[config.mk]
export PLATFORM = sky130hd
export DESIGN_NAME = mem_arbiter
export DESIGN_NICKNAME = d
export VERILOG_FILES = /design/src/rtl/mem_arbiter_pkg.sv /design/src/rtl/mem_arbiter_rr_select.sv /design/src/rtl/mem_arbiter.sv
export SDC_FILE = /design/constraint.sdc
export NUM_CORES = 1
export LEC_CHECK = 0
export BUFFER_PORTS_ARGS = -buffer_cell sky130_fd_sc_hd__buf_4
export CAP_MARGIN = 30
export CORE_MARGIN = 2
export CORE_UTILIZATION = 35
export CTS_BUF_LIST = sky130_fd_sc_hd__clkbuf_8
export CTS_CLUSTER_SIZE = 25
export DETAILED_ROUTE_END_ITERATION = 8
export GPL_ROUTABILITY_DRIVEN = 0
export PLACE_DENSITY = 0.71
export SETUP_SLACK_MARGIN = 0.3
export SLEW_MARGIN = 5
export SYNTH_ARGS = -nofsm -noshare
export SYNTH_HDL_FRONTEND = slang
export SYNTH_SLANG_ARGS = --single-unit
[constraint.sdc]
create_clock -name clk -period 2.3 [get_ports clk]
set_input_delay 0.345 -clock clk [delete_from_list [all_inputs] [get_ports clk]]
set_output_delay 0.345 -clock clk [all_outputs]
set_load 0.05 [all_outputs]
[src/rtl/mem_arbiter_pkg.sv]
// mem_arbiter_pkg: shared types and constants for the memory-port arbiter.
//   state_t          : arbiter FSM state (IDLE, ACCESS, DONE)
//   RW_WRITE/RW_READ : memory direction encodings
//   DEF_ADDR_W/DEF_DATA_W : default port widths
//   idx_w()          : width of a master index for a given master count
package mem_arbiter_pkg;

  typedef enum logic [1:0] {
    IDLE   = 2'd0,
    ACCESS = 2'd1,
    DONE   = 2'd2
  } state_t;

  localparam logic RW_WRITE = 1'b0;
  localparam logic RW_READ  = 1'b1;

  localparam int DEF_ADDR_W = 16;
  localparam int DEF_DATA_W = 32;

  function automatic int idx_w(input int n);
    return (n > 1) ? $clog2(n) : 1;
  endfunction

endpackage

[src/rtl/mem_arbiter_rr_select.sv]
// rr_select: combinational round-robin picker.
// Searches i_req starting one past i_last and wrapping, so the master at
// i_last itself is considered last.
//   i_req  [N_REQ] : request vector
//   i_last [IDX_W] : index of the previously served master
//   o_pick [N_REQ] : one-hot winner (all zero when nothing requests)
//   o_idx  [IDX_W] : index of the winner
//   o_any          : at least one request present
module rr_select #(
  parameter int N_REQ = 2,
  parameter int IDX_W = 1
) (
  input  logic [N_REQ-1:0] i_req,
  input  logic [IDX_W-1:0] i_last,
  output logic [N_REQ-1:0] o_pick,
  output logic [IDX_W-1:0] o_idx,
  output logic             o_any
);

  logic [IDX_W-1:0] w_cand;

  always_comb begin
    o_pick = '0;
    o_idx  = '0;
    o_any  = 1'b0;
    w_cand = '0;
    for (int k = 1; k <= N_REQ; k++) begin
      w_cand = IDX_W'((32'(i_last) + 32'(k)) % 32'(N_REQ));
      if (!o_any && i_req[w_cand]) begin
        o_any          = 1'b1;
        o_pick[w_cand] = 1'b1;
        o_idx          = w_cand;
      end
    end
  end

endmodule

[src/rtl/mem_arbiter.sv]
// mem_arbiter: shares one memory port between N_REQ masters with
// round-robin priority; each access runs IDLE -> ACCESS -> DONE.
// Optional feature macro: MEM_ARBITER_LOCK_EN (adds the lock input, which
// lets the master just served keep the port for atomic sequences).
// Ports:
//   clk, reset        : clock, synchronous active-high reset
//   req/rw [N_REQ]    : per-master request and direction (0 write, 1 read)
//   addr/wdata        : per-master address/write data, master i at [i*W +: W]
//   lock [N_REQ]      : (MEM_ARBITER_LOCK_EN only) keep priority after DONE
//   gnt/ack [N_REQ]   : one-hot grant (ACCESS+DONE), one-cycle completion pulse
//   rdata             : registered read data, valid with ack
//   busy              : FSM not in IDLE
//   mem_addr/mem_wdata/mem_rw/mem_rdata : memory port
module mem_arbiter
  import mem_arbiter_pkg::*;
#(
  parameter int N_REQ  = 2,
  parameter int ADDR_W = DEF_ADDR_W,
  parameter int DATA_W = DEF_DATA_W
) (
  input  logic                      clk,
  input  logic                      reset,
  input  logic [N_REQ-1:0]          req,
  input  logic [N_REQ-1:0]          rw,
  input  logic [N_REQ*ADDR_W-1:0]   addr,
  input  logic [N_REQ*DATA_W-1:0]   wdata,
`ifdef MEM_ARBITER_LOCK_EN
  input  logic [N_REQ-1:0]          lock,
`endif
  output logic [N_REQ-1:0]          gnt,
  output logic [N_REQ-1:0]          ack,
  output logic [DATA_W-1:0]         rdata,
  output logic                      busy,
  output logic [ADDR_W-1:0]         mem_addr,
  output logic [DATA_W-1:0]         mem_wdata,
  input  logic [DATA_W-1:0]         mem_rdata,
  output logic                      mem_rw
);

  localparam int IDX_W = idx_w(N_REQ);

  state_t             r_state;
  logic [N_REQ-1:0]   r_gnt;
  logic [N_REQ-1:0]   r_ack;
  logic [DATA_W-1:0]  r_rdata;
  logic               r_busy;
  logic [ADDR_W-1:0]  r_mem_addr;
  logic [DATA_W-1:0]  r_mem_wdata;
  logic               r_mem_rw;
  logic [IDX_W-1:0]   r_last;
  logic [IDX_W-1:0]   r_sel;

  logic [N_REQ-1:0]   w_rr_pick;
  logic [IDX_W-1:0]   w_rr_idx;
  logic               w_rr_any;
  logic [N_REQ-1:0]   w_pick;
  logic [IDX_W-1:0]   w_sel;

  rr_select #(.N_REQ(N_REQ), .IDX_W(IDX_W)) u_rr (
    .i_req  (req),
    .i_last (r_last),
    .o_pick (w_rr_pick),
    .o_idx  (w_rr_idx),
    .o_any  (w_rr_any)
  );

`ifdef MEM_ARBITER_LOCK_EN
  logic               r_lock_hold;
  logic [N_REQ-1:0]   w_last_mask;
  logic [N_REQ-1:0]   w_lk_req;
  logic [N_REQ-1:0]   w_lk_pick;
  logic [IDX_W-1:0]   w_lk_idx;
  logic               w_lk_any;

  always_comb begin
    w_last_mask         = '0;
    w_last_mask[r_last] = 1'b1;
  end

  // Only the locked master is visible to this picker; it wins only if it
  // is still requesting, otherwise normal round-robin takes over.
  assign w_lk_req = r_lock_hold ? (req & w_last_mask) : '0;

  rr_select #(.N_REQ(N_REQ), .IDX_W(IDX_W)) u_lock (
    .i_req  (w_lk_req),
    .i_last (r_last),
    .o_pick (w_lk_pick),
    .o_idx  (w_lk_idx),
    .o_any  (w_lk_any)
  );

  assign w_pick = w_lk_any ? w_lk_pick : w_rr_pick;
  assign w_sel  = w_lk_any ? w_lk_idx  : w_rr_idx;
`else
  assign w_pick = w_rr_pick;
  assign w_sel  = w_rr_idx;
`endif

  always_ff @(posedge clk) begin
    if (reset) begin
      r_state     <= IDLE;
      r_gnt       <= '0;
      r_ack       <= '0;
      r_rdata     <= '0;
      r_busy      <= 1'b0;
      r_mem_addr  <= '0;
      r_mem_wdata <= '0;
      r_mem_rw    <= RW_READ;
      r_last      <= IDX_W'(N_REQ - 1);
      r_sel       <= '0;
`ifdef MEM_ARBITER_LOCK_EN
      r_lock_hold <= 1'b0;
`endif
    end else begin
      case (r_state)
        IDLE: begin
          r_ack    <= '0;
          r_mem_rw <= RW_READ;
`ifdef MEM_ARBITER_LOCK_EN
          // Lock priority applies to this arbitration only; DONE re-arms it.
          r_lock_hold <= 1'b0;
`endif
          if (w_rr_any) begin
            r_sel       <= w_sel;
            r_gnt       <= w_pick;
            r_mem_addr  <= addr[int'(w_sel)*ADDR_W +: ADDR_W];
            r_mem_wdata <= wdata[int'(w_sel)*DATA_W +: DATA_W];
            r_mem_rw    <= rw[w_sel];
            r_busy      <= 1'b1;
            r_state     <= ACCESS;
          end
        end
        ACCESS: begin
          if (r_mem_rw == RW_READ) begin
            r_rdata <= mem_rdata;
          end
          r_mem_rw <= RW_READ;
          r_ack    <= r_gnt;
          r_state  <= DONE;
        end
        DONE: begin
          r_ack   <= '0;
          r_gnt   <= '0;
          r_busy  <= 1'b0;
          r_last  <= r_sel;
`ifdef MEM_ARBITER_LOCK_EN
          r_lock_hold <= lock[r_sel];
`endif
          r_state <= IDLE;
        end
        default: begin
          r_state <= IDLE;
        end
      endcase
    end
  end

  assign gnt       = r_gnt;
  assign ack       = r_ack;
  assign rdata     = r_rdata;
  assign busy      = r_busy;
  assign mem_addr  = r_mem_addr;
  assign mem_wdata = r_mem_wdata;
  // Reset forces a read on the port immediately, so a write whose ACCESS
  // cycle coincides with reset never reaches the memory edge.
  assign mem_rw    = r_mem_rw | reset;

endmodule

**Word level (Yosys, flattened, before mapping)**

Cells that the tools add are included.

- Reduce and logical (&&, ||, !) cells: 12
- Mux-type cells: 25
- Add/subtract/negate cells: 2
- Equal/unequal tests: 3
- Bitwise logic cells: 2
- Order comparisons: 5
- Shifts and indexed selects: 2

Operators by type and width:

| kind | count |
|---|---|
| $shiftx A64 B7 Y32 | 1 |
| $shiftx A32 B6 Y16 | 1 |
| $mux W1 | 14 |
| $pmux W2 S2 | 3 |
| $mux W2 | 4 |
| $lt A1 B2 Y1 const B | 3 |
| $reduce_and A2 Y1 | 3 |
| $reduce_bool A2 Y1 | 3 |
| $pmux W1 S2 | 2 |
| $logic_and A1 B1 Y1 | 3 |
| $add A1 B1 Y1 const B | 2 |
| $demux W1 S1 | 2 |
| $eq A2 B1 Y1 const B | 1 |
| $eq A2 B2 Y1 const B | 1 |
| $ge A1 B1 Y1 const B | 2 |
| $logic_not A2 Y1 | 1 |
| $ne A2 B1 Y1 const B | 1 |
| $or A2 B2 Y2 | 1 |
| $reduce_or A2 Y1 | 1 |
| $logic_not A1 Y1 | 1 |
| $or A1 B1 Y1 | 1 |

- Flip-flop bits (word level): 90
- Output and inout port bits: 86
- Input port bits: 134
- Logic and storage cells: 61

**Depth between registers and ports, before layout**

Gate-level depths: netlist (run 1).

- Depth in word-level cells: 11
- Gate-level depth with buffers: 6
- Depth with buffers taken out: 3

**Modules after synthesis**

Synthesis (run 1) repeated with hierarchy kept, for this count alone.

- Cell total of the unflattened synthesis: 403
- Area total of the unflattened synthesis: 4,071.4 um2

Modules (own cells, without submodules):

| module | cells each | sequential area each (um2) | area each (um2) | times used |
|---|---|---|---|---|
| mem_arbiter | 398 | 1,801.7 | 4,038.9 | 1 |
| rr_select | 5 | 0.0 | 32.5 | 1 |

**Least setup slack after synthesis (run 1)**

Ideal clock, no wire load.

- Path type: input port to output port
- Start: in reset
- End: out mem_rw
- Cell stages on the path: 4
- Buffers on the path: 2
- Arrival: 1.089 ns
- Slack: 0.866 ns
- Data required time: 1.955 ns
- Cell sequence: clkbuf_1 -> buf_2 -> nor2_1 -> inv_1

- Longest elaborated chain between the ends: 1

Ends and longest elaborated chain:

| element | RTL line | source |
|---|---|---|
| from (decl) | mem_arbiter.sv:22 | `input logic reset,` |
| $or A1 B1 Y1 | mem_arbiter.sv:166 | `assign mem_rw = r_mem_rw \| reset;` |
| to (decl) | mem_arbiter.sv:37 | `output logic mem_rw` |

Every way passes these cells.

**Final worst setup path (run 1)**

- Start: reg r_state[1]
- End: reg r_mem_wdata[15] (netlist: mem_wdata[15])

- Longest elaborated chain between the ends: 2

Ends and longest elaborated chain:

| element | RTL line | source |
|---|---|---|
| from (decl) | mem_arbiter.sv:42 | `state_t r_state;` |
| from (signal assigned) | mem_arbiter.sv:101 | `r_state <= IDLE;` |
| from (signal assigned) | mem_arbiter.sv:130 | `r_state <= ACCESS;` |
| from (signal assigned) | mem_arbiter.sv:139 | `r_state <= DONE;` |
| $logic_not A2 Y1 | mem_arbiter.sv:115 | `case (r_state)` |
| $reduce_and A2 Y1 (no source line) | - |  |
| to (signal assigned) | mem_arbiter.sv:127 | `r_mem_wdata <= wdata[int'(w_sel)*DATA_W +: DATA_W];` |
| to (decl) | mem_arbiter.sv:48 | `logic [DATA_W-1:0] r_mem_wdata;` |

Every way passes these cells.
A chain may end at the register's enable or synchronous reset.

==> results of run 1 <==
-- flip-flops by register name, summed over array words and instances, names as in the netlist --
register   count
mem_wdata     32
rdata         32
mem_addr      16
ack            2
gnt            2
r_state        2
busy           1
r_last         1
r_mem_rw       1
r_sel          1
-- where the power goes --
part | leakage (nW) | internal [mW] | total, mW | switching (mW)
sequential | 0.742 | 1.70 | 1.79 | 0.0913
clock | 0.0923 | 0.508 | 1.09 | 0.584
combinational | 1.68 | 0.488 | 1.35 | 0.860
total | 2.51 | 2.70 | 4.23 | 1.54
-- layout make-up --
type                            count  area [sq um]
Timing Repair Buffer              231          1772
Fill cell                         948          4676
Multi-Input combinational cell    324          1652
Tap cell                          136         170.2
Clock inverter                      7         75.07
Clock buffer                        9         123.9
Inverter                            2         7.507
Sequential cell                    90          1802
-- layout by cell type (no fill, tap or decap) --
| master | Yosys | routed |
|---|---|---|
| a32oi_1 | 1 | 1 |
| inv_6 | 0 | 2 |
| nand2_1 | 163 | 163 |
| nor2_1 | 8 | 7 |
| dfxtp_1 | 90 | 90 |
| mux2i_1 | 2 | 2 |
| nor2_4 | 0 | 2 |
| clkbuf_8 | 0 | 9 |
| a21bo_2 | 1 | 1 |
| clkinvlp_4 | 0 | 3 |
| or2_1 | 2 | 1 |
| inv_1 | 2 | 2 |
| nor2b_1 | 2 | 2 |
| and3b_1 | 1 | 1 |
| nand3_1 | 1 | 1 |
| bufinv_16 | 0 | 1 |
| nand2b_1 | 2 | 2 |
| a311oi_1 | 48 | 48 |
| nand3b_1 | 1 | 1 |
| a21boi_4 | 0 | 1 |
| clkinv_2 | 0 | 1 |
| buf_4 | 3 | 228 |
| a21oi_1 | 84 | 84 |
| o21ai_0 | 3 | 3 |
| or2_2 | 0 | 1 |
| nor3_1 | 2 | 2 |
| a211o_1 | 1 | 1 |
| buf_12 | 0 | 3 |
-- metrics by stage --
step	instances	area [sq um]	util, %	setup WS (ns)
global placement	783	5403	52.57	0.7042
CTS	799	5602	54.50	0.7088
detailed placement	783	5403	52.57	0.6556
floorplan	460	3685	-	0.8661
global route	799	5602	54.50	0.5609
finish	799	5602	54.50	0.7361
-- per-layer routing --
layer	GRT usage, %	share of wire, %
met1	23.95	42
met2	31.94	47
met3	5.471	9.9
met4	6.586	1.2
met5	0	0
-- worst max-delay path: cells and delay by family, from the launching register on --
family                 cells  cell delay (ns)
AOI/OAI and AO/OA          2             0.37
DFF                        1             0.45
buffers and inverters      1             0.29
and+or+nand+nor            1             0.35
-- final timing paths --
check / from / end / cells after the start
hold reg to reg: rdata[22] / rdata[22] / 2
setup reg to reg: r_state[1] / mem_wdata[15] / 4
setup / recovery: r_state[1] / mem_wdata[15] / 4
hold / removal: mem_rdata[24] / rdata[24] / 3
-- logic make-up after synthesis --
group / share of synthesized area (%)
muxes: 0.5433
and+or+nand+nor: 19.46
buffers and inverters: 6.825
DFF: 48.90
AOI/OAI and AO/OA: 24.28
==> impl_metrics.tcl, run 1 <==
set metrics [dict create \
    status "complete, no violations" \
    slew_headroom_pct 71.44 \
    yosysMostFrequentCell "nand2_1" \
    die_w_um 106.6 \
    post-cts-setup-buffer-count 0 \
    worstSetupPathType "register to register" \
    synthTopCellsByArea "dfxtp_1 49%, nand2_1 17%, a21oi_1 11%, a311oi_1 11%, buf_2 3.3%" \
    slew_viol_final 0 \
    clock.fmax_mhz 639.4 \
    drc 0 \
    max_stage_delay_ns 0.45 \
    die-area_sq_um 11360 \
    clkTransAtPathRegs_ns 0.09 \
    hp-class "input port to register" \
    period_minus_slack_ns 1.564 \
    powerDensity_nw_per_um2 756.0 \
    synth_nets 594 \
    crit_required_ns 2.56 \
    total_power_mw 4.235 \
    routed_wl_um 11410 \
    fin_crit_sh_pct 67.99 \
    synth_area_leader_cell "dfxtp_1" \
    synth-seq-area-share_pct 48.90 \
    dr.pass1.iters 6 \
    grt_pass1_wl_um 17580 \
    vias_per_cell 5.044 \
    clock-root-buffer "clkbuf_8" \
    whs_ns 0.2257 \
    cts_buffer_depth 2 \
    setup_violations 0 \
    grt_pass1_vias 3668 \
    ys_types 24 \
    drive_above_1_share_pct 38.01 \
    initial_core_util_pct 35.85 \
    rsz0062_at_grt "false" \
    tritoncts "yes" \
    cp-end-kind "register" \
    hpwl_um 8222 \
    area.growth.synth_to_final_pct 52.02 \
    hold_buffers 0 \
    worst_pin_slew_ns 0.4278 \
    numCtsBuffers 9 \
    fin_skew_ns 0.01104 \
    synth-async-reset-ratio_pct 0 \
    peakVddDrop_mv 0.3621 \
    synth_flop_cell "dfxtp_1" \
    cp_cell_sequence "nor2_4 > buf_4 > a21oi_1 > a311oi_1" \
    cts_resized 0 \
    nNetsFinal 792 \
    synth_edf_count 0 \
    clkLatencyLatePin_ns 0.36 \
    drtIter0Drc 239 \
    yosysWarnings 0 \
    ys_seq_elements 90 \
    core-area_sq_um 10280 \
    gr-total-overflow 0 \
    cts_num_sinks 90 \
    postRouteAntennaNets 0 \
    start_kind "register" \
    cpMaxStageDelayCell "dfxtp_1" \
    io_buffers 219 \
    diodes 0 \
    die_h_um 106.6 \
    h-tree-depth 3 \
    grt_max_degree 41 \
    globalRouteTotalUtil_pct 19.24 \
    finalSetupTns_ns 0 \
    yosys-top-cells-count "163 x nand2_1, 90 x dfxtp_1, 84 x a21oi_1" \
    r2r_slack_ns 0.74 \
    placementRows 37 \
    maxCapViolCount 0 \
    worstPathMaxFanout 16 \
    synth_area_per_cell_sq_um 8.010 \
    postSynthCellCount 460 \
    post_drt_wl_per_cell_um 14.28 \
    p_leak_nw 2.513 \
    vias 4030 \
    netlist.area_leader.share_pct 48.90 \
    finalHoldViolCount 0 \
    num_io_pins 220 \
    arrival_ns 1.82 \
    grt_antenna_before_repair 0 \
    mappedNetlistArea_sq_um 3685 \
]
(Power assumes the default switching activity.)
==> run 2, diff against run 1 <==
--- a/config.mk
+++ b/config.mk
@@ -5,6 +5,7 @@
 export SDC_FILE = /design/constraint.sdc
 export NUM_CORES = 1
 export LEC_CHECK = 0
+export ABC_AREA = 1
 export BUFFER_PORTS_ARGS = -buffer_cell sky130_fd_sc_hd__buf_4
 export CAP_MARGIN = 30
 export CORE_MARGIN = 2
==> constraint.sdc (replaced) <==
create_clock -name clk -period 1.3 [get_ports clk]
set_input_delay 0.195 -clock clk [delete_from_list [all_inputs] [get_ports clk]]
set_output_delay 0.195 -clock clk [all_outputs]
set_load 0.05 [all_outputs]
==> run 2 against run 1 <==
  * The flow now finishes with violations (DRC)
  * Global-route usage increased by 7.0 points
  * Via count is 30% higher
  * Clock skew increased by 0.0011 ns
  * First-iteration DRC count grew 48%
  * Critical path depth grew 2
  * Wire length up 61%
  * Synthesized cell count is 43% higher
  * Die area increased by 13%
  * Largest power group is now combinational logic
==> impl_metrics.tcl, run 2 <==
set metrics [dict create \
    status "finished with violations" \
    violations "DRC" \
    r2r_slack_ns 0.01 \
    synthTopCellsByArea "dfxtp_1 43%, nand2_1 19%, nor2_1 9.1%, inv_1 7.8%, nand3_1 7.0%" \
    gr-total-overflow 0 \
    layout_commonest_cell "nand2_1" \
    drtIter0Drc 354 \
    core-area_sq_um 11520 \
    rr_worst_depth 6 \
    synth_flop_cell "dfxtp_1" \
    netlist.area_leader.share_pct 43.14 \
    fin_skew_ns 0.01210 \
    startpoint "r_state[0]" \
    synth-async-reset-ratio_pct 0 \
    finalHoldViolCount 0 \
    clkLatencyLatePin_ns 0.36 \
    cp-end-kind "register" \
    ys_seq_elements 90 \
    regToRegStartpoint "r_state[0]" \
    numCtsBuffers 9 \
    nNetsFinal 1061 \
    r2r-end "rdata[11]" \
    start_kind "register" \
    switchingPower_mw 3.738 \
    vias_per_cell 4.874 \
    clock.fmax_mhz 775.8 \
    clkPwrFrac_pct 20.8 \
    tritoncts "yes" \
    area.growth.synth_to_final_pct 109.0 \
    p_leak_nw 4.177 \
    clkTransAtPathRegs_ns 0.10 \
    drc 18 \
    post_drt_wl_per_cell_um 17.13 \
    grt_pass1_vias 5216 \
    fill_cells 766 \
    crit_required_ns 1.57 \
    ys_types 19 \
    postRouteAntennaNets 0 \
    yosysMostFrequentCell "nand2_1" \
    slew_headroom_pct 81.06 \
    powerDensity_nw_per_um2 1151 \
    hpwl_um 8631 \
    finalSetupTns_ns 0 \
    fin_crit_sh_pct 99.16 \
    postSynthCellCount 659 \
    hold_buffers 0 \
    p_sw_share_pct 37.21 \
    p_seq_share_pct 33.6 \
    vias 5240 \
    dr.pass1.iters 6 \
    synth_nets 793 \
    mappedNetlistArea_sq_um 4177 \
    final_cell_area_sq_um 8727 \
    period_minus_slack_ns 1.289 \
    synth-seq-area-share_pct 43.14 \
    synth_area_per_cell_sq_um 6.338 \
    grt_antenna_before_repair 0 \
    whs_ns 0.06423 \
    final_cell_mix "183 x nand2_1, 168 x buf_4, 87 x dfxtp_2, 87 x buf_8, 86 x inv_1" \
    initial_core_util_pct 36.27 \
    die_w_um 113.2 \
    maxCapViolCount 0 \
    worstPathMaxFanout 8 \
    pwr-share-comb_pct 45.6 \
    placementRows 39 \
    cts_num_sinks 90 \
    h-tree-depth 3 \
    die-area_sq_um 12820 \
    arrival_ns 1.56 \
    globalRouteTotalUtil_pct 26.23 \
    peakVddDrop_mv 0.6077 \
    placed_area_sq_um 5993 \
    diodes 0 \
    synth_edf_count 0 \
    synth_area_leader_cell "dfxtp_1" \
    grt_max_degree 41 \
    rsz0062_at_grt "true" \
    cts_buffer_depth 2 \
    slew_viol_final 0 \
    yosysWarnings 0 \
    crit_end "rdata[11]" \
    io_buffers 219 \
    setup_violations 0 \
    worst_pin_slew_ns 0.2822 \
    die_h_um 113.2 \
    routed_wl_um 18410 \
    num_io_pins 220 \
    grt_pass1_wl_um 26570 \
    clock-root-buffer "clkbuf_8" \
    hp-class "input port to register" \
    drive_above_1_share_pct 57.08 \
    internal_power_mw 6.309 \
    worstSetupPathType "register to register" \
    yosys-top-cells-count "206 x nand2_1, 101 x nor2_1, 90 x dfxtp_1" \
]
==> run 2: cell count changes in the layout (fill, tap and decap cells not counted), moves of 20 or more <==
cell      previous run  this run
nand2_2              0        20
nor2_4               2        41
nor2_1               7        56
nand3_1              1        54
dfxtp_1             90         1
a21oi_2              0        23
a311oi_1            48         0
nand2_1            163       183
a21oi_1             84         9
inv_1                2        86
dfxtp_2              0        87
buf_4              228       168
buf_8                0        87
buf_16               0        20
==> run 2: worst min-delay path by stage <==
stage / from / endpoint / slack, ns / cells after the start
6_report: reset / busy / 0.06 / 2
3_3_place_gp: reset / gnt[1] / 0.42 / 2
3_5_place_dp: reset / gnt[1] / 0.42 / 2
2_1_floorplan: reset / busy / 0.26 / 1
4_1_cts: reset / gnt[1] / 0.02 / 2
5_1_grt: reset / busy / 0.05 / 2
==> run 2: kinds of logic (layout without fill, tap and decap cells) <==
logic type / after synthesis / after routing / synth area share (%)
simple gates: 370 / 370 / 35.38
flops: 90 / 90 / 43.14
buf+inv: 129 / 402 / 12.82
compound gates: 70 / 70 / 8.658
==> run 2: area by class of cell <==
class	count	area (sq um)	area share, %
Clock buffer	9	123.9	1.419
Clock inverter	7	86.33	0.9892
Inverter	88	336.6	3.857
Multi-Input combinational cell	440	2545	29.16
Sequential cell	90	1918	21.98
Tap cell	143	178.9	2.050
Timing Repair Buffer	298	3538	40.54
==> run 2: metal layers <==
layer	global-route usage, %	share of wire [%]
met5	0	0
met3	7.231	8.1
met2	46.99	52
met4	10.49	2.7
met1	29.39	37
==> run 2: repair_timing <==
item	in CTS	in global routing
setup buffers	24	19
setup endpoints to repair	169	173
resized for setup	420	91
gates cloned	21	0
pin swaps	60	28
==> run 2: per-stage QoR <==
stage          setup slack (ns)  power, mW  utilization, %  std cells
6_report                0.01098      10.05           75.78       1075
5_1_grt                -0.03592      10.44           75.78       1075
3_5_place_dp             0.1750      6.062           52.04        995
3_3_place_gp             0.1887      6.040           52.04        995
2_1_floorplan            0.2649      5.086               -        659
4_1_cts                 0.01734      9.627           71.23       1056
==> run 2: power groups by stage <==
stage / clock (mW) / combinational, mW / sequential (mW)
global placement: 0 / 2.79 / 3.24
global route: 2.23 / 4.81 / 3.40
floorplan: 0 / 0.889 / 4.20
CTS: 2.11 / 4.17 / 3.34
finish: 2.09 / 4.58 / 3.37
detailed placement: 0 / 2.80 / 3.26
==> run 2: worst max-delay path, cell delays in order, from the launching register on <==
cell	delay, ns
dfxtp_4	0.37
buf_4	0.14
nand3_4	0.13
buf_12	0.14
buf_16	0.14
o21ai_2	0.06
a21oi_1	0.21
==> run 3, diff against run 2 <==
--- a/config.mk
+++ b/config.mk
@@ -5,7 +5,7 @@
 export SDC_FILE = /design/constraint.sdc
 export NUM_CORES = 1
 export LEC_CHECK = 0
-export ABC_AREA = 1
+export ABC_AREA = 0
 export BUFFER_PORTS_ARGS = -buffer_cell sky130_fd_sc_hd__buf_4
 export CAP_MARGIN = 30
 export CORE_MARGIN = 2
@@ -13,8 +13,8 @@
 export CTS_BUF_LIST = sky130_fd_sc_hd__clkbuf_8
 export CTS_CLUSTER_SIZE = 25
 export DETAILED_ROUTE_END_ITERATION = 8
-export GPL_ROUTABILITY_DRIVEN = 0
-export PLACE_DENSITY = 0.71
+export GPL_ROUTABILITY_DRIVEN = 1
+export PLACE_DENSITY = 0.73
 export SETUP_SLACK_MARGIN = 0.3
 export SLEW_MARGIN = 5
 export SYNTH_ARGS = -nofsm -noshare
==> run 3 against run 2 <==
  * Final cell count fell by 17%
  * Worst hold slack improved by 0.021 ns
  * Sequential cell count did not move
  * Global-route usage fell by 2.2 points
  * Highest routed layer unchanged
  * Setup slack got worse by 0.18 ns
  * Clock power fell by 11%
  * The flow finishes with violations (setup timing)
  * Final area fell by 9.8%
  * Sequential power fell by 2%
  * Die area fell by 11%
  * Register-to-register slack got worse by 0.18 ns
==> impl_metrics.tcl, run 3 (synthesis results as in run 1) <==
set metrics [dict create \
    status "finished with violations" \
    violations "setup timing" \
    layout_commonest_cell "buf_4" \
    area.growth.synth_to_final_pct 113.7 \
    dr.pass1.iters 5 \
    gr-total-overflow 0 \
    post_drt_wl_per_cell_um 19.62 \
    max_stage_delay_ns 0.34 \
    total_power_mw 8.931 \
    die-area_sq_um 11360 \
    worstSetupPathType "register to register" \
    hpwl_um 8478 \
    placementRows 37 \
    drtIter0Drc 309 \
    diodes 0 \
    slew_headroom_pct 61.28 \
    finalSetupTns_ns -8.444 \
    core-area_sq_um 10280 \
    hp-class "input port to register" \
    peakVddDrop_mv 0.7353 \
    final_cell_mix "183 x buf_4, 135 x nand2_1, 81 x buf_8, 71 x dfxtp_2, 58 x a21oi_1" \
    gp_congestion 0.7695 \
    clkLatencyLatePin_ns 0.36 \
    io_buffers 219 \
    routed.top_layer "met4" \
    p_sw_share_pct 35.73 \
    clock-root-buffer "clkbuf_8" \
    fin_crit_sh_pct 113.1 \
    pwr-share-comb_pct 42.2 \
    vias 4748 \
    cp-end-kind "register" \
    dr_wl_met2_um 9101 \
    initial_core_util_pct 35.85 \
    placed_area_sq_um 5525 \
    postRouteAntennaNets 0 \
    worst_pin_slew_ns 0.5787 \
    whs_ns 0.08524 \
    switchingPower_mw 3.191 \
    slew_viol_final 0 \
    globalRouteTotalUtil_pct 24.03 \
    cpLargestDelayFamily "buffers and inverters" \
    h-tree-depth 3 \
    start_kind "register" \
    internal_power_mw 5.740 \
    drive_above_1_share_pct 65.51 \
    crit_required_ns 1.54 \
    tritoncts "yes" \
    maxCapViolCount 0 \
    die_w_um 106.6 \
    cp_cell_sequence "buf_6 > buf_6 > buf_6 > nand3b_1 > buf_6 > clkbuf_16 > nand2_1 > a21oi_1" \
    p_leak_nw 3.470 \
    grt_pass1_wl_um 21600 \
    vias_per_cell 5.353 \
    rsz0062_at_grt "true" \
    period_minus_slack_ns 1.470 \
    finalHoldViolCount 0 \
    fin_skew_ns 0.007358 \
    clkPwrFrac_pct 20.7 \
    dr_wl_met3_um 1303 \
    grt_pass1_vias 4312 \
    critPathMostFrequentCell "buf_6" \
    wl_met1_um 6600 \
    setup_violations 81 \
    drc 0 \
    routed_wl_um 17410 \
    arrival_ns 1.71 \
    utilization_pct 76.63 \
    grt_antenna_before_repair 0 \
    clkTransAtPathRegs_ns 0.09 \
    powerDensity_nw_per_um2 1134 \
    nNetsFinal 880 \
    cpMaxStageDelayCell "dfxtp_2" \
    dpl_worst_slack_ns -0.3115 \
    final_cells 887 \
    clock.fmax_mhz 680.2 \
    final_cell_area_sq_um 7875 \
    num_io_pins 220 \
    grt_max_degree 45 \
    setup_ws_ns -0.1701 \
    die_h_um 106.6 \
    numCtsBuffers 9 \
    worstPathMaxFanout 8 \
    cts_num_sinks 90 \
    cts_buffer_depth 2 \
    p_seq_share_pct 37.0 \
    critical_path_buf_inv_count 5 \
    dp_cells 789 \
]
run 3: cell count changes in the layout (fill, tap and decap cells not counted), moves of 37 or more:
cell,previous run,this run
nor2_4,41,4
a21oi_1,9,58
inv_1,86,5
a311oi_1,0,41
nand3_1,54,0
nand2_1,183,135
nor2_1,56,6
run 3: power groups by stage:
stage	Sequential [mW]	Combinational (mW)	Clock, mW
final	3.31	3.77	1.85
after global routing	3.33	3.92	1.99
after CTS	3.29	3.09	1.86
after detailed placement	3.23	2.48	0
after global placement	3.22	2.42	0
after floorplan	4.05	0.745	0
run 3: path summary, 6_finish.rpt:
path	slack [ns]	from	cells after the start	endpoint
worst max-delay path	-0.17	r_state[1]	8	rdata[2]
worst min-delay path	0.09	mem_rdata[27]	3	rdata[27]
worst max register to register	-0.17	r_state[1]	8	rdata[2]
worst min register to register	0.47	rdata[30]	2	rdata[30]
run 3: area by class of cell:
class,instances,area [sq um]
clock buffers,9,123.9
well taps,136,170.2
flip-flops and latches,90,1954
inverters,2,7.507
multi-input cells,325,2019
clock inverters,7,55.05
fillers,630,2402
repair buffers,318,3545
run 3: timing repair:
action	4_1_cts	5_1_grt
endpoints found under the hold margin	0	0
resized for setup	240	144
endpoints found under the setup margin	171	172
cloned	7	13
hold buffers	0	0
pin swaps	51	40
setup buffers	22	40
run 3: worst reg2reg max path, stage by stage, from the launching register on:
cell	delay, ns
dfxtp_2	0.34
buf_6	0.12
buf_6	0.12
buf_6	0.11
nand3b_1	0.18
buf_6	0.16
clkbuf_16	0.17
nand2_1	0.09
a21oi_1	0.06
run 3: routing by layer:
metal / track usage [%] / vias up
li1: - / 2175
met1: 27.43 / 2280
met2: 43.86 / 258
met3: 4.559 / 35
met4: 9.647 / 0
met5: 0 / -
